$ cat src/rtl/shf_pipe_if.sv
//------------------------------------------------------------------------------
// shf_pipe_if
// Handshake bundle for the shf_pipe shift/rotate unit.
//   in_valid / in_ready        : request handshake (producer -> unit)
//   in_op, in_data, in_cnt     : operation code, operand, raw 8-bit count
//   out_valid / out_ready      : result handshake (unit -> writeback)
//   out_data, out_cf, out_of   : result and x86 carry/overflow flags
//   out_flag_upd               : 1 when the architectural flags must be written
// Modports: master drives requests and accepts results, slave is the unit.
//------------------------------------------------------------------------------
interface shf_pipe_if #(
   parameter int WIDTH = 32
);
   logic             in_valid;
   logic             in_ready;
   logic [2:0]       in_op;
   logic [WIDTH-1:0] in_data;
   logic [7:0]       in_cnt;
   logic             out_valid;
   logic             out_ready;
   logic [WIDTH-1:0] out_data;
   logic             out_cf;
   logic             out_of;
   logic             out_flag_upd;

   modport master (
      output in_valid, in_op, in_data, in_cnt, out_ready,
      input  in_ready, out_valid, out_data, out_cf, out_of, out_flag_upd
   );

   modport slave (
      input  in_valid, in_op, in_data, in_cnt, out_ready,
      output in_ready, out_valid, out_data, out_cf, out_of, out_flag_upd
   );
endinterface

$ cat src/rtl/shf_pipe.sv
//------------------------------------------------------------------------------
// shf_pipe
// Two-stage pipelined shift/rotate unit (SHL/SAL, SHR, SAR, ROL, ROR) with
// x86 CF/OF generation and a flag-update qualifier.
//
// Parameters:
//   WIDTH : operand width (8, 16, 32 or 64)
//   CNT_W : log2(WIDTH); the effective count is in_cnt[CNT_W-1:0]
//
// Ports:
//   clk   : clock, all state updates on the rising edge
//   rst_n : asynchronous active-low reset
//   bus   : shf_pipe_if slave modport (request and result handshakes)
//
// Stage 1 applies the upper half of the count bits and registers the partial
// result together with the op, count and original operand. Stage 2 applies
// the low count bits, derives the flags and registers every output.
// Latency is two cycles; a full pipe can accept and drain in the same cycle.
//------------------------------------------------------------------------------
module shf_pipe #(
   parameter int WIDTH = 32,
   parameter int CNT_W = 5
) (
   input logic        clk,
   input logic        rst_n,
   shf_pipe_if.slave  bus
);

   localparam int LO_W = CNT_W / 2;
   localparam int HI_W = CNT_W - LO_W;

   localparam logic [2:0] OP_SHL = 3'd0;
   localparam logic [2:0] OP_SHR = 3'd1;
   localparam logic [2:0] OP_SAR = 3'd2;
   localparam logic [2:0] OP_ROL = 3'd3;
   localparam logic [2:0] OP_ROR = 3'd4;

   // Applies one op by a partial amount. Because shifts and rotates compose
   // additively, stage 1 and stage 2 each call this with a disjoint subset
   // of the count bits. Rotates use a doubled operand so the wrapped bits
   // fall out of a plain shift.
   function automatic logic [WIDTH-1:0] shift_by(
      input logic [2:0]       op,
      input logic [WIDTH-1:0] val,
      input logic [CNT_W-1:0] amt
   );
      logic [2*WIDTH-1:0] dbl;
      logic [WIDTH-1:0]   res;
      dbl = {val, val};
      res = val;
      case (op)
         OP_SHL: res = val << amt;
         OP_SHR: res = val >> amt;
         OP_SAR: res = $signed(val) >>> amt;
         OP_ROL: begin
            dbl = dbl << amt;
            res = dbl[2*WIDTH-1:WIDTH];
         end
         OP_ROR: begin
            dbl = dbl >> amt;
            res = dbl[WIDTH-1:0];
         end
         default: res = val;
      endcase
      return res;
   endfunction

   // Stage state
   logic             s1_valid;
   logic [2:0]       s1_op;
   logic [CNT_W-1:0] s1_cnt;
   logic [WIDTH-1:0] s1_orig;
   logic [WIDTH-1:0] s1_part;

   logic             s2_valid;
   logic [WIDTH-1:0] s2_data;
   logic             s2_cf;
   logic             s2_of;
   logic             s2_upd;

   // Handshake
   logic s1_adv;
   assign s1_adv       = !s2_valid || bus.out_ready;
   assign bus.in_ready = !s1_valid || s1_adv;

   // Count bits above CNT_W-1 are architecturally ignored.
   logic [7:0] cnt_unused;
   assign cnt_unused = bus.in_cnt;

   logic [CNT_W-1:0] c_in;
   logic [CNT_W-1:0] amt_hi;
   logic [WIDTH-1:0] part_in;
   assign c_in    = bus.in_cnt[CNT_W-1:0];
   assign amt_hi  = {c_in[CNT_W-1:LO_W], {LO_W{1'b0}}};
   assign part_in = shift_by(bus.in_op, bus.in_data, amt_hi);

   // Stage 1 register: loads on accept, holds while stage 2 is stalled.
   always_ff @(posedge clk or negedge rst_n) begin
      if (!rst_n) begin
         s1_valid <= 1'b0;
         s1_op    <= 3'd0;
         s1_cnt   <= {CNT_W{1'b0}};
         s1_orig  <= {WIDTH{1'b0}};
         s1_part  <= {WIDTH{1'b0}};
      end else if (bus.in_ready) begin
         s1_valid <= bus.in_valid;
         if (bus.in_valid) begin
            s1_op   <= bus.in_op;
            s1_cnt  <= c_in;
            s1_orig <= bus.in_data;
            s1_part <= part_in;
         end
      end
   end

   // Stage 2 combinational: finish the shift with the low count bits.
   logic [CNT_W-1:0] amt_lo;
   logic [WIDTH-1:0] s2_res;
   logic [CNT_W-1:0] idx_shl;
   logic [CNT_W-1:0] idx_shr;
   assign amt_lo  = {{HI_W{1'b0}}, s1_cnt[LO_W-1:0]};
   assign s2_res  = shift_by(s1_op, s1_part, amt_lo);
   // Modulo-WIDTH arithmetic gives m-c and c-1 directly as bit indices.
   assign idx_shl = {CNT_W{1'b0}} - s1_cnt;
   assign idx_shr = s1_cnt - {{(CNT_W-1){1'b0}}, 1'b1};

   logic [WIDTH-1:0] data_n;
   logic             cf_n;
   logic             of_n;
   logic             upd_n;

   // Flag derivation; a zero count or a pass-through op leaves data and flags untouched.
   always_comb begin
      data_n = s1_orig;
      cf_n   = 1'b0;
      of_n   = 1'b0;
      upd_n  = 1'b0;
      if ((s1_op > OP_ROR) || (s1_cnt == {CNT_W{1'b0}})) begin
         data_n = s1_orig;
         cf_n   = 1'b0;
         of_n   = 1'b0;
         upd_n  = 1'b0;
      end else begin
         data_n = s2_res;
         upd_n  = 1'b1;
         case (s1_op)
            OP_SHL:         cf_n = s1_orig[idx_shl];
            OP_SHR, OP_SAR: cf_n = s1_orig[idx_shr];
            OP_ROL:         cf_n = s2_res[0];
            OP_ROR:         cf_n = s2_res[WIDTH-1];
            default:        cf_n = 1'b0;
         endcase
         // OF is only defined for single-bit shifts; report 0 otherwise.
         if (s1_cnt == {{(CNT_W-1){1'b0}}, 1'b1}) begin
            case (s1_op)
               OP_SHL, OP_ROL: of_n = s2_res[WIDTH-1] ^ cf_n;
               OP_SHR:         of_n = s1_orig[WIDTH-1];
               OP_ROR:         of_n = s2_res[WIDTH-1] ^ s2_res[WIDTH-2];
               default:        of_n = 1'b0;
            endcase
         end else begin
            of_n = 1'b0;
         end
      end
   end

   // Stage 2 register: output holds stable while out_valid & !out_ready.
   always_ff @(posedge clk or negedge rst_n) begin
      if (!rst_n) begin
         s2_valid <= 1'b0;
         s2_data  <= {WIDTH{1'b0}};
         s2_cf    <= 1'b0;
         s2_of    <= 1'b0;
         s2_upd   <= 1'b0;
      end else if (s1_adv) begin
         s2_valid <= s1_valid;
         if (s1_valid) begin
            s2_data <= data_n;
            s2_cf   <= cf_n;
            s2_of   <= of_n;
            s2_upd  <= upd_n;
         end
      end
   end

   assign bus.out_valid    = s2_valid;
   assign bus.out_data     = s2_data;
   assign bus.out_cf       = s2_cf;
   assign bus.out_of       = s2_of;
   assign bus.out_flag_upd = s2_upd;

endmodule
$ cat src/flat_wrapper.sv
// flat-port wrapper written by rule: the top's interface ports become plain ports
module shf_pipe_flat 
#(
   parameter int WIDTH = 32,
   parameter int CNT_W = 5
)
  (clk, rst_n, bus_in_valid, bus_in_op, bus_in_data, bus_in_cnt, bus_out_ready, bus_in_ready, bus_out_valid, bus_out_data, bus_out_cf, bus_out_of, bus_out_flag_upd);
  shf_pipe_if #(.WIDTH(WIDTH)) bus_i ();
  input logic clk;
  input logic rst_n;
  input wire logic [$bits(bus_i.in_valid)-1:0] bus_in_valid;
  input wire logic [$bits(bus_i.in_op)-1:0] bus_in_op;
  input wire logic [$bits(bus_i.in_data)-1:0] bus_in_data;
  input wire logic [$bits(bus_i.in_cnt)-1:0] bus_in_cnt;
  input wire logic [$bits(bus_i.out_ready)-1:0] bus_out_ready;
  output wire logic [$bits(bus_i.in_ready)-1:0] bus_in_ready;
  output wire logic [$bits(bus_i.out_valid)-1:0] bus_out_valid;
  output wire logic [$bits(bus_i.out_data)-1:0] bus_out_data;
  output wire logic [$bits(bus_i.out_cf)-1:0] bus_out_cf;
  output wire logic [$bits(bus_i.out_of)-1:0] bus_out_of;
  output wire logic [$bits(bus_i.out_flag_upd)-1:0] bus_out_flag_upd;
  assign bus_i.in_valid = bus_in_valid;
  assign bus_i.in_op = bus_in_op;
  assign bus_i.in_data = bus_in_data;
  assign bus_i.in_cnt = bus_in_cnt;
  assign bus_i.out_ready = bus_out_ready;
  assign bus_in_ready = bus_i.in_ready;
  assign bus_out_valid = bus_i.out_valid;
  assign bus_out_data = bus_i.out_data;
  assign bus_out_cf = bus_i.out_cf;
  assign bus_out_of = bus_i.out_of;
  assign bus_out_flag_upd = bus_i.out_flag_upd;
  shf_pipe #(.WIDTH(WIDTH), .CNT_W(CNT_W)) u_core (.clk(clk), .rst_n(rst_n), .bus(bus_i));
endmodule
$ cat config.mk
export PLATFORM = sky130hd
export DESIGN_NAME = shf_pipe_flat
export DESIGN_NICKNAME = d
export VERILOG_FILES = /design/src/rtl/shf_pipe_if.sv /design/src/rtl/shf_pipe.sv /design/src/flat_wrapper.sv
export SDC_FILE = /design/constraint.sdc
export NUM_CORES = 1
export LEC_CHECK = 0
export ABC_AREA = 1
export CORE_MARGIN = 4
export CORE_UTILIZATION = 31
export CTS_CLUSTER_DIAMETER = 100
export CTS_CLUSTER_SIZE = 25
export DETAILED_ROUTE_END_ITERATION = 6
export PLACE_DENSITY = 0.55
export SLEW_MARGIN = 25
export SYNTH_ARGS = -nofsm -noshare
export SYNTH_HDL_FRONTEND = slang
export SYNTH_SLANG_ARGS = --single-unit
export TNS_END_PERCENT = 5
$ cat constraint.sdc
create_clock -name clk -period 2.8 [get_ports clk]
set_input_delay 0.28 -clock clk [delete_from_list [all_inputs] [get_ports clk]]
set_output_delay 0.28 -clock clk [all_outputs]
set_load 0.005 [all_outputs]
# [Yosys cells after proc, flatten, opt, wreduce, memory -nomap -nowiden]
# Index checks and enable logic that the tools add are counted.
[word_totals] elab_cells=62 output_inout_bits=37 ff_bits=109 inputBits=47
[classes] magnitude_cmp=3 add_sub_neg=2 n_eq_ne=9 n_reduce_logical=12 n_mux=14 n_shift=10 n_bitwise=2
[ops] op="$pmux 32 s5" n=2
[ops] op="$shl 64x2->64" n=1
[ops] op="$shl 64x5->64" n=1
[ops] op="$shr 64x2->32" n=1
[ops] op="$shr 64x5->32" n=1
[ops] op="$mux 32" n=1
[ops] op="$shl 32x2->32" n=1
[ops] op="$shl 32x5->32" n=1
[ops] op="$shr 32x2->32" n=1
[ops] op="$shr 32x5->32" n=1
[ops] op="$sshr 32x2->32" n=1
[ops] op="$sshr 32x5->32" n=1
[ops] op="$eq 3x2->1 const B" n=4
[ops] op="$lt 5x6->1 const B" n=2
[ops] op="$bmux 1 s5" n=2
[ops] op="$mux 1" n=7
[ops] op="$eq 3x1->1 const B" n=2
[ops] op="$eq 3x3->1 const B" n=2
[ops] op="$logic_not 3->1" n=2
[ops] op="$eq 5x1->1 const B" n=1
[ops] op="$logic_not 5->1" n=1
[ops] op="$sub 1x5->5 const A" n=1
[ops] op="$sub 5x1->5 const B" n=1
[ops] op="$pmux 1 s4" n=1
[ops] op="7 further kinds" n=13

# [Depth between registers and ports, before layout]
# Gate-level depths: netlist of the first run.
[depth] ltp_word=9 mapped_depth=20

# [Least setup slack after synthesis of the first run]
# OpenSTA, ideal clock, no wires.
[synth_timing] path_type="register -> register" startpoint="reg u_core.s1_cnt[1]" endpoint="reg u_core.s2_of, in the netlist u_core.bus.out_of" stages_incl_launch_ff=21 setup_slack_ns=0.213 arrival_ns=2.522 setup_time_ns=0.066 synth_period_minus_slack_ns=2.587 required_time_ns=2.734 n_path_buf=5 cell_sequence="dfrtp_1 clkbuf_2 inv_1 buf_2 buf_2 buf_2 ha_1 inv_1 clkbuf_1 o211ai_1 nand3_1 nand3_1 nand3_1 nand3_1 nand3_1 nand2_1 nand3_1 nand3_1 nand2_1 nand2_1 nand2_1"
[synth_via] elab_chain_cells=9 elab_cells_between_ends=22 classes_between="add/sub: 2; eq/ne: 1; shift: 5; mux: 10; bitwise: 2; reduce/logical: 2"
[synth_lines] item="start, declared" line="shf_pipe.sv:71" text="logic [CNT_W-1:0] s1_cnt;"
[synth_lines] item="start signal, assigned" line="shf_pipe.sv:102" text="s1_cnt <= {CNT_W{1'b0}};"
[synth_lines] item="start signal, assigned" line="shf_pipe.sv:109" text="s1_cnt <= c_in;"
[synth_lines] item="$sub 5x1->5 or $sub 1x5->5 (tied branches)" line="shf_pipe.sv:125, shf_pipe.sv:124"
[synth_lines] item="$bmux 1 s5, on equally long branches" line="shf_pipe.sv:148, shf_pipe.sv:147"
[synth_lines] item="$mux 1, on equally long branches" line="shf_pipe.sv:148, shf_pipe.sv:147"
[synth_lines] item="$pmux 1 s4" line="shf_pipe.sv:146" text="case (s1_op)"
[synth_lines] item="$mux 1" line="shf_pipe.sv:138" text="if ((s1_op > OP_ROR) || (s1_cnt == {CNT_W{1'b0}})) begin"
[synth_lines] item="$xor 1x1->1" line="shf_pipe.sv:156" text="OP_SHL, OP_ROL: of_n = s2_res[WIDTH-1] ^ cf_n;"
[synth_lines] item="$pmux 1 s3" line="shf_pipe.sv:155" text="case (s1_op)"
[synth_lines] item="$mux 1" line="shf_pipe.sv:154" text="if (s1_cnt == {{(CNT_W-1){1'b0}}, 1'b1}) begin"
[synth_lines] item="$mux 1 (*)" line="shf_pipe.sv:138"
[synth_lines] item="end signal, assigned" line="shf_pipe.sv:180" text="s2_of <= of_n;"
[synth_lines] item="end, declared" line="shf_pipe.sv:78" text="logic s2_of;"
# Every way passes the cells marked *; elsewhere a longest branch is shown, timed or not. The select of a mux whose other input is x is not followed.
# A chain may end at the register's enable or synchronous reset.

# [Worst setup path in the final report of the first run]
[layout_timing] startpoint="reg u_core.s1_op[0]" endpoint="reg u_core.s2_data[27], in the netlist u_core.bus.out_data[27]"
[layout_via] elab_chain_cells=3 elab_cells_between_ends=9 classes_between="order compare: 1; eq/ne: 4; mux: 2; reduce/logical: 2"
[layout_lines] item="start, declared" line="shf_pipe.sv:70" text="logic [2:0] s1_op;"
[layout_lines] item="start signal, assigned" line="shf_pipe.sv:108" text="s1_op <= bus.in_op;"
[layout_lines] item="$eq 3x3->1, or another cell as far along" line="shf_pipe.sv:51" text="case (op)"
[layout_lines] item="$pmux 32 s5 or $logic_or 1x1->1 (tied branches)" line="shf_pipe.sv:51, shf_pipe.sv:138"
[layout_lines] item="$mux 32 (*)" line="shf_pipe.sv:138"
[layout_lines] item="end signal, assigned" line="shf_pipe.sv:171" text="s2_data <= {WIDTH{1'b0}};"
[layout_lines] item="end signal, assigned" line="shf_pipe.sv:178" text="s2_data <= data_n;"
[layout_lines] item="end, declared" line="shf_pipe.sv:76" text="logic [WIDTH-1:0] s2_data;"
# Every way passes the cells marked *; elsewhere a longest branch is shown, timed or not.

==> results of run 1 <==
[cell type report]
| class | count | area [sq um] |
|---|---|---|
| fill | 3420 | 19300 |
| multi-input combinational | 1229 | 5930 |
| sequential | 109 | 2730 |
| timing repair buffer | 147 | 1400 |
| inverter | 152 | 576 |
| tap | 396 | 495 |
| clock buffer | 10 | 239 |
| clock inverter | 6 | 72.6 |
[critical path: stages, from the launching register on]
cell	delay, ps
dfrtp_1	490
inv_1	110
nor2_1	40
nand2_1	80
inv_1	50
or2_0	250
nor2_1	220
inv_1	360
buf_4	290
nand2_1	60
nand2_1	50
o221ai_1	270
nand2_1	100
[cell usage in the layout (no fill, tap or decap), types with 3 or more instances in the layout]
master and instances:
o21bai_1 7, o2111ai_1 11, buf_2 3, a22oi_1 4, o21a_1 6, a31oi_1 3, dfrtp_1 108, nor3_1 6
ha_1 3, nor2_4 6, clkdlybuf4s50_1 76, o21ai_2 9, buf_12 9, nand4_1 6, o211ai_1 54, a21oi_1 125
o21ai_1 15, o21ai_0 228, or2_2 6, nor2_1 110, nand2_2 5, a211oi_1 6, o221ai_1 7, nand3_1 106
clkbuf_16 9, nand2_1 469, o31ai_1 3, o22ai_1 13, inv_1 135, inv_2 13, buf_4 58
[power groups by stage]
stage | registers (mW) | logic, mW | clock network, mW
after floorplan | 2.26 | 2.04 | 0
after global placement | 2.36 | 3.33 | 0
after detailed placement | 2.37 | 3.36 | 0
after CTS | 2.34 | 3.37 | 1.37
after global routing | 2.40 | 3.78 | 1.43
final | 2.35 | 3.39 | 1.34
[path summary, 6_finish.rpt]
check / startpoint / slack (ps) / endpoint
worst max-delay path: u_core.s1_op[0]$_DFFE_PN0P_ / 300 / u_core.bus.out_data[27]$_DFFE_PN0P_
worst min register to register: u_core.bus.out_data[26]$_DFFE_PN0P_ / 480 / u_core.bus.out_data[26]$_DFFE_PN0P_
worst max register to register: u_core.s1_op[0]$_DFFE_PN0P_ / 300 / u_core.bus.out_data[27]$_DFFE_PN0P_
max in group asynchronous: rst_n / 1590 / u_core.s1_cnt[0]$_DFFE_PN0P_
min in group clk: u_core.bus.out_data[26]$_DFFE_PN0P_ / 480 / u_core.bus.out_data[26]$_DFFE_PN0P_
worst min-delay path: rst_n / 420 / u_core.bus.out_data[22]$_DFFE_PN0P_
[repair_timing]
item | 4_1_cts | 5_1_grt
setup buffers | 0 | 0
hold buffers | 1 | 0
hold endpoints to repair | 37 | 0
[cell usage after synthesis, types with 2 or more instances]
cell / number
a221oi_1: 2
o22ai_1: 13
a21oi_2: 2
buf_6: 3
o211ai_1: 54
mux2i_1: 2
inv_1: 136
buf_2: 37
nand3_1: 106
nand4_1: 6
o21bai_1: 7
buf_1: 7
dfrtp_1: 109
a31oi_1: 3
a211oi_1: 6
o21ai_1: 15
clkbuf_1: 56
o221ai_1: 7
buf_4: 4
a22o_1: 2
nand2_2: 4
o2111ai_1: 11
a21oi_1: 125
nand3_2: 2
ha_1: 3
inv_2: 13
nor2_2: 2
o21ai_2: 9
or2_2: 6
a22oi_1: 4
o31ai_1: 3
inv_4: 2
nor2_1: 110
nand2_1: 470
o21a_1: 6
nor3_1: 6
nor2_4: 6
o21ai_0: 228
[registers in the layout (all words and copies together) (netlist names)]
signal                   count
u_core.bus.out_cf            1
u_core.bus.out_data         32
u_core.bus.out_flag_upd      1
u_core.bus.out_of            1
u_core.bus.out_valid         1
u_core.s1_cnt                5
u_core.s1_op                 3
u_core.s1_orig              32
u_core.s1_part              32
u_core.s1_valid              1
[cells by family (layout without fill, tap and decap cells)]
logic type	after synthesis	after routing
xor+xnor	3	3
fa+ha+maj	3	3
compound gates	498	498
flops	109	109
simple gates	723	723
mux	2	2
buf+inv	260	315
[stage by stage]
stage               worst slack [ps]  cells  power [mW]
floorplan                        213   1598        4.30
global placement                 245   2032        5.70
detailed placement               226   2032        5.73
CTS                              346   2049        7.08
global route                    36.8   2049        7.62
finish                           296   2049        7.08
[layer usage]
layer	vias to the layer above	global-route usage
met1	5331	0.339
met3	45	0.0232
li1	5445	-
met4	0	0.0593
met5	-	0
met2	468	0.367
==> results.sh, run 1 <==
export IMPL_grt_max_degree=98
export IMPL_synth_compound_area_share=0.292
export IMPL_hp_class="primary input to async pin"
export IMPL_synth_cell_types=49
export IMPL_wl_met3_microns=2760
export IMPL_hold_violations=0
export IMPL_route_detailed_drc=0
export IMPL_dr_wl_met2_microns=17900
export IMPL_core_area_sq_um=30700
export IMPL_leakagePower_nw=5.38
export IMPL_diodes=0
export IMPL_synth_edff_count=0
export IMPL_htreeDepth=3
export IMPL_grt_pass1_wl_microns=62100
export IMPL_synthSimpleGateAreaFrac=0.308
export IMPL_final_area_sq_um=11400
export IMPL_fin_crit_ps=2500
export IMPL_skew_ps=10.9
export IMPL_final_antenna_net_count=0
export IMPL_die_h_microns=185
export IMPL_cts_resized=0
export IMPL_synth_mux_area_frac=0.00206
export IMPL_via_per_inst=5.51
export IMPL_wirelength_microns=40200
export IMPL_clkPwrFrac=0.189
export IMPL_place_area_sq_um=11100
export IMPL_drv_slew=0
export IMPL_syn_avg_cell_area_sq_um=6.08
export IMPL_intPower_mw=4.00
export IMPL_seq_area_frac_synth=0.281
export IMPL_vdd_drop_max_mv=0.276
export IMPL_synth_top_area_share=0.281
export IMPL_io_buffers=80
export IMPL_ys_ff_latch=109
export IMPL_cts_buffer_depth=2
export IMPL_cp_data_arrival_time_ps=2740
export IMPL_period_share=0.894
export IMPL_relSlewSlack=0.552
export IMPL_tns_ps=0
export IMPL_synth_top_family_by_area="simple AND/OR/NAND/NOR gates"
export IMPL_rsz0062_at_grt="no"
export IMPL_vias=11289
export IMPL_crit_fanout=21
export IMPL_combPwrFrac=0.479
export IMPL_wirelength_met1_microns=18700
export IMPL_end_kind="register"
export IMPL_drtIter0Drc=1220
export IMPL_grt_usage=0.232
export IMPL_finalWeightedCongestion=0.977
export IMPL_dieArea_sq_um=34300
export IMPL_antenna_found_initial=0
export IMPL_fin_hold_ws_ps=424
export IMPL_yosysWarnings=0
export IMPL_cts_sinks=109
export IMPL_fp_row_count=64
export IMPL_criticalPathCategory="register to register"
export IMPL_start_util=0.316
export IMPL_reg2reg_depth=12
export IMPL_setup_viol=0
export IMPL_drive_gt1_frac=0.0835
export IMPL_insertion_delay_ps=360
export IMPL_cp_required_ps=3040
export IMPL_ys_async_sr_fraction=1.00
export IMPL_hpwlAfterDp_microns=31000
export IMPL_final_util=0.372
export IMPL_yosys_area_top_type="dfrtp_1"
export IMPL_syn_to_final_growth_pct=17.7
export IMPL_path_clk_slew_ps=90
export IMPL_syn_area_sq_um=9720
export IMPL_power_net_switching_mw=3.08
export IMPL_switching_share=0.435
export IMPL_root_buffer="clkbuf_16"
export IMPL_drt_pass1_iterations=6
export IMPL_run_status="finished clean"
export IMPL_routed_top_layer="met4"
export IMPL_fmax_mhz=399
export IMPL_nNetsFinal=1698
export IMPL_seqPwrFrac=0.332
export IMPL_syn_nets=1648
export IMPL_die_x_microns=185
export IMPL_synth_xor_xnor_area_share=0.00347
export IMPL_grt_pass1_vias=10469
export IMPL_cts_buffers=9
export IMPL_ys_flop_type="dfrtp_1"
export IMPL_yosys_area_share_adder=0.00386
export IMPL_worstMarginPinSlew_ps=671
export IMPL_cp_start_kind="register"
export IMPL_num_io_pins=84
export IMPL_p_per_area_nw_per_um2=618
export IMPL_synth_cells=1598
export IMPL_grt_overflow=0
export IMPL_cts_tree="done"
export IMPL_cap_violations=0
export IMPL_synth_area_top_cells="dfrtp_1, nand2_1, o21ai_0"
export IMPL_wl_per_cell_microns=19.6
No activity file was read; power rests on OpenSTA's default activity.
==> run 2, diff against run 1 <==
--- a/config.mk
+++ b/config.mk
@@ -9,8 +9,8 @@
 export CORE_MARGIN = 4
 export CORE_UTILIZATION = 31
 export CTS_CLUSTER_DIAMETER = 100
-export CTS_CLUSTER_SIZE = 25
 export DETAILED_ROUTE_END_ITERATION = 6
+export MAX_ROUTING_LAYER = met4
 export PLACE_DENSITY = 0.55
 export SLEW_MARGIN = 25
 export SYNTH_ARGS = -nofsm -noshare
==> run 2 against run 1 <==
  * Global-route usage grew 1.5 points
  * Clock power shrank 5%
  * Worst hold slack got worse by 18 ps
  * Sequential share of layout area is 0.071 points higher
  * Largest cell class unchanged
  * Final cell count about the same
  * Utilization decreased by 0.11 points
  * Flip-flop and latch count is the same
  * Setup slack got worse by 26 ps
  * First-iteration DRC count grew 0.82%
  * Sequential power hardly changed
  * Critical path depth is the same
==> results.sh, run 2 (synthesis results as in run 1) <==
export IMPL_cts_buffers=9
export IMPL_n_fill_cell=3427
export IMPL_end_kind="register"
export IMPL_ff2ff_setup_slack_ps=270
export IMPL_final_common_cell="nand2_1"
export IMPL_reg2reg_depth=12
export IMPL_diodes=0
export IMPL_cts_resized=0
export IMPL_via_per_inst=5.53
export IMPL_antenna_found_initial=0
export IMPL_cap_violations=0
export IMPL_drv_slew=0
export IMPL_crit_reg2reg_launch="u_core.s1_op[0]$_DFFE_PN0P_"
export IMPL_relSlewSlack=0.380
export IMPL_die_h_microns=185
export IMPL_grt_usage=0.247
export IMPL_wirelength_microns=41400
export IMPL_grt_max_degree=98
export IMPL_core_area_sq_um=30700
export IMPL_root_buffer="clkbuf_16"
export IMPL_fmax_mhz=395
export IMPL_syn_to_final_growth_pct=17.4
export IMPL_insertion_delay_ps=360
export IMPL_setup_viol=0
export IMPL_cts_sinks=109
export IMPL_final_antenna_net_count=0
export IMPL_cp_data_arrival_time_ps=2770
export IMPL_dieArea_sq_um=34300
export IMPL_p_per_area_nw_per_um2=615
export IMPL_cts_tree="done"
export IMPL_grt_pass1_wl_microns=63700
export IMPL_skew_ps=13.6
export IMPL_die_x_microns=185
export IMPL_htreeDepth=3
export IMPL_tns_ps=0
export IMPL_worstMarginPinSlew_ps=930
export IMPL_intPower_mw=3.94
export IMPL_hold_violations=0
export IMPL_vias=11318
export IMPL_period_share=0.904
export IMPL_hpwlAfterDp_microns=31900
export IMPL_clkPwrFrac=0.181
export IMPL_num_io_pins=84
export IMPL_fin_crit_ps=2530
export IMPL_final_cell_mix="nand2_1, o21ai_0, inv_1, a21oi_1, nor2_1"
export IMPL_finalWeightedCongestion=1.02
export IMPL_drive_gt1_frac=0.0823
export IMPL_grt_pass1_vias=10612
export IMPL_fp_row_count=64
export IMPL_drt_pass1_iterations=5
export IMPL_route_detailed_drc=0
export IMPL_start_util=0.316
export IMPL_cp_start_kind="register"
export IMPL_run_status="finished clean"
export IMPL_fin_cells=2048
export IMPL_rsz0062_at_grt="no"
export IMPL_nNetsFinal=1697
export IMPL_switching_share=0.438
export IMPL_leakagePower_nw=5.36
export IMPL_hp_class="primary input to async pin"
export IMPL_combPwrFrac=0.483
export IMPL_grt_overflow=0
export IMPL_wl_per_cell_microns=20.2
export IMPL_reg2reg_to="u_core.bus.out_data[23]$_DFFE_PN0P_"
export IMPL_criticalPathCategory="register to register"
export IMPL_path_clk_slew_ps=80
export IMPL_io_buffers=80
export IMPL_cp_required_ps=3040
export IMPL_seqPwrFrac=0.336
export IMPL_crit_fanout=26
export IMPL_drtIter0Drc=1230
export IMPL_power_net_switching_mw=3.07
export IMPL_placed_cells=2031
export IMPL_postCtsSetupRepairBufs=0
export IMPL_cts_buffer_depth=2
export IMPL_vdd_drop_max_mv=0.262
-- run 2: worst max-delay path by stage --
stage | start | end | slack (ps)
after floorplan | u_core.s1_cnt[1]$_DFFE_PN0P_ | u_core.bus.out_of$_DFFE_PN0P_ | 210
after global placement | bus_in_op[1] | u_core.s1_part[5]$_DFFE_PN0P_ | 220
after global routing | u_core.s1_op[0]$_DFFE_PN0P_ | u_core.bus.out_data[10]$_DFFE_PN0P_ | 40
after CTS | u_core.s1_op[0]$_DFFE_PN0P_ | u_core.bus.out_data[23]$_DFFE_PN0P_ | 330
final | u_core.s1_op[0]$_DFFE_PN0P_ | u_core.bus.out_data[23]$_DFFE_PN0P_ | 270
after detailed placement | bus_in_op[0] | u_core.s1_part[14]$_DFFE_PN0P_ | 200
-- run 2: final cells by class --
type / instances / area, sq um / share of cell area
Tap cell: 396 / 495 / 0.0434
Sequential cell: 109 / 2730 / 0.239
Timing Repair Buffer: 146 / 1390 / 0.122
Multi-Input combinational cell: 1229 / 5930 / 0.520
Inverter: 152 / 576 / 0.0504
Clock inverter: 6 / 56.3 / 0.00493
Clock buffer: 10 / 229 / 0.0201
-- run 2: what timing repair did --
action | in CTS | in global routing
endpoints found under the hold margin | 31 | 0
hold buffers | 1 | 0
setup endpoints to repair | 0 | 0
-- run 2: power groups by stage --
stage | combinational (mW) | clock, mW | sequential, mW
floorplan | 2.04 | 0 | 2.26
global placement | 3.35 | 0 | 2.37
detailed placement | 3.36 | 0 | 2.38
CTS | 3.38 | 1.31 | 2.35
global route | 3.78 | 1.36 | 2.41
finish | 3.39 | 1.27 | 2.36
-- run 2: critical path: stages, from the launching register on --
cell and delay [ps]:
dfrtp_1 490, inv_1 110, nor2_1 40, nand2_1 80, inv_1 50, or2_0 240, nor2_1 220, inv_1 460
buf_4 340, o21ai_2 50, nand3_1 80, o211ai_1 140, nand2_1 80
-- run 2: through the flow --
stage                     hold slack (ps)  utilization  total power, mW  worst slack, ps  cell area [sq um]
after floorplan                     -15.6            -             4.30              213               9720
after CTS                             418        0.371             7.04              327              11400
after detailed placement              263        0.361             5.74              204              11100
final                                 406        0.371             7.02              270              11400
after global placement                260        0.361             5.72              216              11100
after global routing                  432        0.371             7.55             44.1              11400
-- run 2: routing by layer --
layer | vias to the layer above | share of wire | global-route usage
li1 | 5438 | - | -
met1 | 5349 | 0.46 | 0.343
met2 | 471 | 0.45 | 0.385
met3 | 60 | 0.059 | 0.0204
met4 | 0 | 0.029 | 0.0734
met5 | - | 0 | -
